File: config.mk
export PLATFORM = sky130hd
export DESIGN_NAME = motion_estimator
export DESIGN_NICKNAME = d
export VERILOG_FILES = /design/src/rtl/me_pkg.sv /design/src/rtl/me_pe.sv /design/src/rtl/motion_estimator.sv
export SDC_FILE = /design/constraint.sdc
export NUM_CORES = 2
export LEC_CHECK = 0
export CORE_UTILIZATION = 32
export DETAILED_ROUTE_END_ITERATION = 6
export GPL_ROUTABILITY_DRIVEN = 1
export SLEW_MARGIN = 20
export SYNTH_ARGS = -nofsm -noshare
export SYNTH_HDL_FRONTEND = slang
export SYNTH_SLANG_ARGS = --single-unit
File: constraint.sdc
create_clock -name clock -period 9.6 [get_ports clock]
set_clock_uncertainty 0.1 [all_clocks]
set_input_delay 2.4 -clock clock [delete_from_list [all_inputs] [get_ports clock]]
set_output_delay 2.4 -clock clock [all_outputs]
set_load 0.01 [all_outputs]
File: src/rtl/me_pkg.sv
// Shared constants and types for the full-search block-matching motion estimator.
package me_pkg;
   localparam int BLK      = 16;
   localparam int WIN      = 31;
   localparam int NPE      = 16;
   localparam int PASS_LEN = 272;
   localparam int SAD_W    = 16;

   typedef enum logic [1:0] {IDLE, RUN, DONE} state_t;

   function automatic logic [7:0] abs_diff(input logic [7:0] a, input logic [7:0] b);
      return (a > b) ? (a - b) : (b - a);
   endfunction
endpackage

File: src/rtl/me_pe.sv
// One processing element: accumulates the SAD of a single horizontal offset dx=K
// over one 272-cycle pass, using R delayed by K cycles and the matching search byte.
module me_pe
   import me_pkg::*;
#(
   parameter int K = 0
) (
   input  logic             clock,
   input  logic             reset,
   input  logic             active,
   input  logic [7:0]       r_in,
   input  logic [7:0]       s1,
   input  logic [7:0]       s2,
   input  logic [8:0]       t,
   output logic [SAD_W-1:0] acc
);
   localparam logic [8:0] T_LOAD = 9'(K);
   localparam logic [8:0] T_LAST = 9'(255 + K);

   logic [7:0] r_dly;
   logic [4:0] col_k;
   logic [7:0] s_sel;
   logic [7:0] diff;

   if (K == 0) begin : g_direct
      assign r_dly = r_in;
   end else begin : g_shift
      logic [7:0] sr [K];
      always_ff @(posedge clock) begin
         sr[0] <= r_in;
         for (int i = 1; i < K; i++) sr[i] <= sr[i-1];
      end
      assign r_dly = sr[K-1];
   end

   // col+16-K carries into bit 4 exactly when col>=K, i.e. the pixel is still on the s1 row
   assign col_k = {1'b0, t[3:0]} + 5'(16 - K);
   assign s_sel = col_k[4] ? s1 : s2;
   assign diff  = abs_diff(r_dly, s_sel);

   always_ff @(posedge clock) begin
      if (reset) begin
         acc <= '0;
      end else if (active) begin
         if (t == T_LOAD)
            acc <= SAD_W'(diff);
         else if (t > T_LOAD && t <= T_LAST)
            acc <= acc + SAD_W'(diff);
      end
   end
endmodule

File: src/rtl/motion_estimator.sv
// Full-search motion estimator: 16 passes over dy, 16 PEs cover dx in parallel,
// comparator keeps the first strict minimum; result published one cycle after the last pass.
module motion_estimator
   import me_pkg::*;
(
   input  logic        clock,
   input  logic        reset,
   input  logic        start,
   input  logic [7:0]  R,
   input  logic [7:0]  s1,
   input  logic [7:0]  s2,
   output logic [7:0]  AddressR,
   output logic [9:0]  AddressS1,
   output logic [9:0]  AddressS2,
   output logic [3:0]  motionx,
   output logic [3:0]  motiony,
   output logic [15:0] best_dist,
   output logic        done
);
   localparam logic [8:0] T_END = 9'(PASS_LEN - 1);

   state_t           state, next_state;
   logic [3:0]       dy;
   logic [8:0]       t;
   logic             pass_end, last_cycle, enter_run, running;
   logic [5:0]       ysum;
   logic [SAD_W-1:0] acc [NPE];
   logic [SAD_W-1:0] best, cand;
   logic [3:0]       best_dx, best_dy;

   assign running    = (state == RUN);
   assign pass_end   = (t == T_END);
   assign last_cycle = running && pass_end && (dy == 4'hF);
   assign enter_run  = (state != RUN) && (next_state == RUN);

   always_ff @(posedge clock) begin
      if (reset) state <= IDLE;
      else       state <= next_state;
   end

   // DONE only re-arms once the result is visible, so a held start still shows done for a cycle
   always_comb begin
      next_state = state;
      case (state)
         IDLE:    if (start) next_state = RUN;
         RUN:     if (last_cycle) next_state = DONE;
         DONE:    if (start && done) next_state = RUN;
         default: next_state = IDLE;
      endcase
   end

   always_ff @(posedge clock) begin
      if (reset || enter_run) begin
         dy <= '0;
         t  <= '0;
      end else if (running) begin
         if (pass_end) begin
            t  <= '0;
            dy <= dy + 4'd1;
         end else begin
            t <= t + 9'd1;
         end
      end
   end

   assign ysum = {2'b00, dy} + {1'b0, t[8:4]};

   always_comb begin
      AddressR  = '0;
      AddressS1 = '0;
      AddressS2 = '0;
      if (running) begin
         AddressR = t[7:0];
         if (ysum <= 6'd30) AddressS1 = 10'(ysum) * 10'd31 + 10'(t[3:0]);
         if (ysum != 6'd0)  AddressS2 = 10'(ysum - 6'd1) * 10'd31 + 10'(t[3:0]) + 10'd16;
      end
   end

   for (genvar k = 0; k < NPE; k++) begin : g_pe
      me_pe #(.K(k)) u_pe (
         .clock  (clock),
         .reset  (reset),
         .active (running),
         .r_in   (R),
         .s1     (s1),
         .s2     (s2),
         .t      (t),
         .acc    (acc[k])
      );
   end

   // PE k finishes at t=255+k, so t=256..271 visits the PEs in dx order
   assign cand = acc[t[3:0]];

   always_ff @(posedge clock) begin
      if (reset) begin
         best    <= '1;
         best_dx <= '0;
         best_dy <= '0;
      end else if (enter_run) begin
         best    <= '1;
         best_dx <= '0;
         best_dy <= '0;
      end else if (running && t[8] && cand < best) begin
         best    <= cand;
         best_dx <= t[3:0];
         best_dy <= dy;
      end
   end

   always_ff @(posedge clock) begin
      if (reset) begin
         motionx   <= '0;
         motiony   <= '0;
         best_dist <= '0;
         done      <= 1'b0;
      end else if (enter_run) begin
         done <= 1'b0;
      end else if (state == DONE && !done) begin
         motionx   <= best_dx ^ 4'h8;
         motiony   <= best_dy ^ 4'h8;
         best_dist <= best;
         done      <= 1'b1;
      end
   end
endmodule

==> results.tsv <==
metric	value	unit
status	completed	
IO Pins	80	
core area	0.118	mm²
CTS sink count	440	
Post-DRT Antenna Nets	0	
GR Util met3	3.27	%
Clock Latency Late Sink	0.67	ns
Syn Nets	5275	
Post-synth ARST share	0	%
Die Height	347	µm
Synth Area per Inst	8.07	µm²
VDD IR max	0.127	mV
post-synthesis mux area share	6.38	%
first-pass GRT wire length	192000	µm
H-tree Lvls	2	
Crit Path Max Fanout	7	
yosys warns	0	
largest family of logic cells by synthesized area	compound AO/OA/AOI/OAI gates	
synth-to-layout area growth	11.6	%
RSZ-0062 raised after global routing	no	
worst hold-check path type	flop to flop	
area of the die	0.120	mm²
# rows	126	
GPL Wtd Cong	0.919	
DRT iter0 DRCs	3169	
total number of vias	34100	
DIE WIDTH	347	µm
DP Area	0.0405	mm²
Synth Area in Compound Gates	21.2	%
GR Util All Layers	20.4	%
vias in the first global route	31700	
initial antenna violation count	2	
antenna cells	0	
final-layout fill cell count	12200	
critical path's slowest cell	clkdlybuf4s50_1	
clock slew at reported path FFs	0.06	ns
nets@finish	5279	
setup TNS	0	ns
Simple-Gate Fraction of Synth Area	16.8	%
area leader, netlist	dfxtp_1	
TritonCTS Buffers	57	
crit path DAT	6.64	ns
DRC viols	0	
synthesized flop and latch total	440	
Worst path most repeated cell	inv_1	
Routed wire per std cell	20.0	µm
final slew viol count	0	
detailed placement HPWL	96900	µm
Slew headroom	25.9	%
EDFF count, synth	0	
Cells after Synth	4717	
placed cell count	6198	
Tcrit/Tclk final	95.2	%
root buf cell	clkbuf_16	
Fmax	0.109	GHz
CP Capture Type	output port	
Setup CP Type	flop to output port	
Slowest Stage Delay on Critical Path	0.55	ns
post-synthesis xor/xnor area fraction	7.20	%
GR Util met1	29.6	%
drt first pass iters	6	
clk buf depth	3	
final wirelength	126000	µm
Cell variety after synth	94	
mapped cell area	0.0381	mm²
Final min period	9.14	ns
most common cell in the netlist	ha_1	
gr busiest metal	met2	
Starting Density	32.2	%
Adder-Cell Fraction of Synth Area	19.0	%
PD cells	135	mW/mm²
share of cells above drive strength 1	5.90	%
GR Util met2	30.5	%
Max Cap Viol	0	
Leakage	18.8	nW
Setup-failing EPs final	0	
largest net degree at the start of global routing	56	
final count of hold timing violations	0	
Worst-Margin Slew	1.10	ns
vias per inst	5.42	
global route total overflow	0	
Port Buffers	79	
Post-synth top cells	453 x ha_1, 440 x dfxtp_1, 431 x inv_1	
TritonCTS clock tree	built	
crit start category	flop	
Main synth FF type	dfxtp_1	
synth top area cells	dfxtp_1 23%, ha_1 15%, a21oi_1 4.3%	
register area share after synthesis	23.1	%
post-synth top area share	23.1	%
Finished Cell Area	0.0425	mm²
Final Non-Filler Cells	6299	
Critical Path RT	7.10	ns
-- metal layers --
metal / up-vias / share of wire (%)
met5: - / 0.011
met1: 16200 / 48
met2: 1130 / 42
li1: 16600 / -
met3: 201 / 7.4
met4: 2 / 3.2
-- path summary, 6_finish.rpt --
| kind | depth (start not counted) | slack [ns] | end | startpoint |
|---|---|---|---|---|
| hold / removal | 0 | 0.25 | g_pe[15].u_pe.g_shift.sr[0][39]$_DFF_P_ | g_pe[15].u_pe.g_shift.sr[0][31]$_DFF_P_ |
| setup reg to reg | 21 | 2.49 | g_pe[15].u_pe.acc[15]$_SDFFE_PP0P_ | t[3]$_SDFFE_PP0P_ |
| hold reg to reg | 0 | 0.25 | g_pe[15].u_pe.g_shift.sr[0][39]$_DFF_P_ | g_pe[15].u_pe.g_shift.sr[0][31]$_DFF_P_ |
| setup / recovery | 25 | 0.46 | AddressS2[8] | dy[0]$_SDFFE_PP0P_ |
-- area by class of cell --
class                   instances  area [µm²]  area share [%]
well taps                    1536        1920            4.52
flip-flops and latches        440        8820            20.8
inverters                     433        1630            3.83
clock buffers                  83        1690            3.97
clock inverters                18         256           0.604
repair buffers                143        1270            2.99
multi-input cells            3646       26900            63.3
-- layout by cell type, fill, tap and decap left out, types with 62 or more instances in the layout --
cell	n
fa_1	78
nand2_1	412
clkdlybuf4s50_1	78
dfxtp_1	436
mux2i_1	156
a21o_1	125
xor2_1	130
nand4_1	62
nor2_1	393
inv_1	430
xnor2_1	180
nand3_1	90
buf_4	65
o21ai_0	284
ha_1	453
nor3_1	90
a21oi_1	328
-- critical path, delay by kind of cell (launching register included) --
kind            cells  cell delay (ns)
fa+ha+maj           8             2.94
compound gates      6             1.07
buf+inv             7             1.03
flops               1             0.42
xor+xnor            3             0.41
simple gates        1             0.10
-- sequential cells by signal (all words and copies together), names as in the netlist --
register and count:
best_dist 16, dy 4, motionx 4, g_pe.u_pe.g_shift.sr 120, best_dy 4, best 16
best_dx 4, t 9, motiony 4, g_pe.u_pe.acc 256, done 1, state 2
-- report_power, final --
group          leakage, nW  switching (mW)  internal, mW  total [mW]
combinational         14.3           0.961         0.596        1.56
sequential            3.59          0.0478          1.86        1.91
clock                0.954           0.903          1.37        2.27
-- cell families (layout without fill, tap and decap cells) --
logic type               count (synthesis)  in the layout
AND/OR/NAND/NOR                       1352           1352
AO/OA/AOI/OAI                         1240           1240
buffers and inverters                  631            677
adder cells (fa/ha/maj)                531            531
flip-flops                             440            440
XOR/XNOR                               313            313
multiplexers                           210            210
-- per-stage QoR --
stage | worst slack (ns) | utilization [%] | hold WS (ns) | power [mW]
after floorplan | 1.71 | - | 0.237 | 3.05
after global placement | 0.922 | 34.3 | 0.250 | 3.44
after detailed placement | 0.838 | 34.3 | 0.253 | 3.46
after CTS | 0.125 | 36.0 | 0.255 | 5.74
after global routing | 0.0579 | 36.0 | 0.268 | 6.00
final | 0.456 | 36.0 | 0.251 | 5.74
-- repair_timing --
item	in CTS	in global routing
hold buffers	0	0
buffers inserted	0	0
resized for setup	0	3
endpoints found under the hold margin	0	0
endpoints found under the setup margin	0	3
Note: power is estimated with default switching activity, not from simulation.
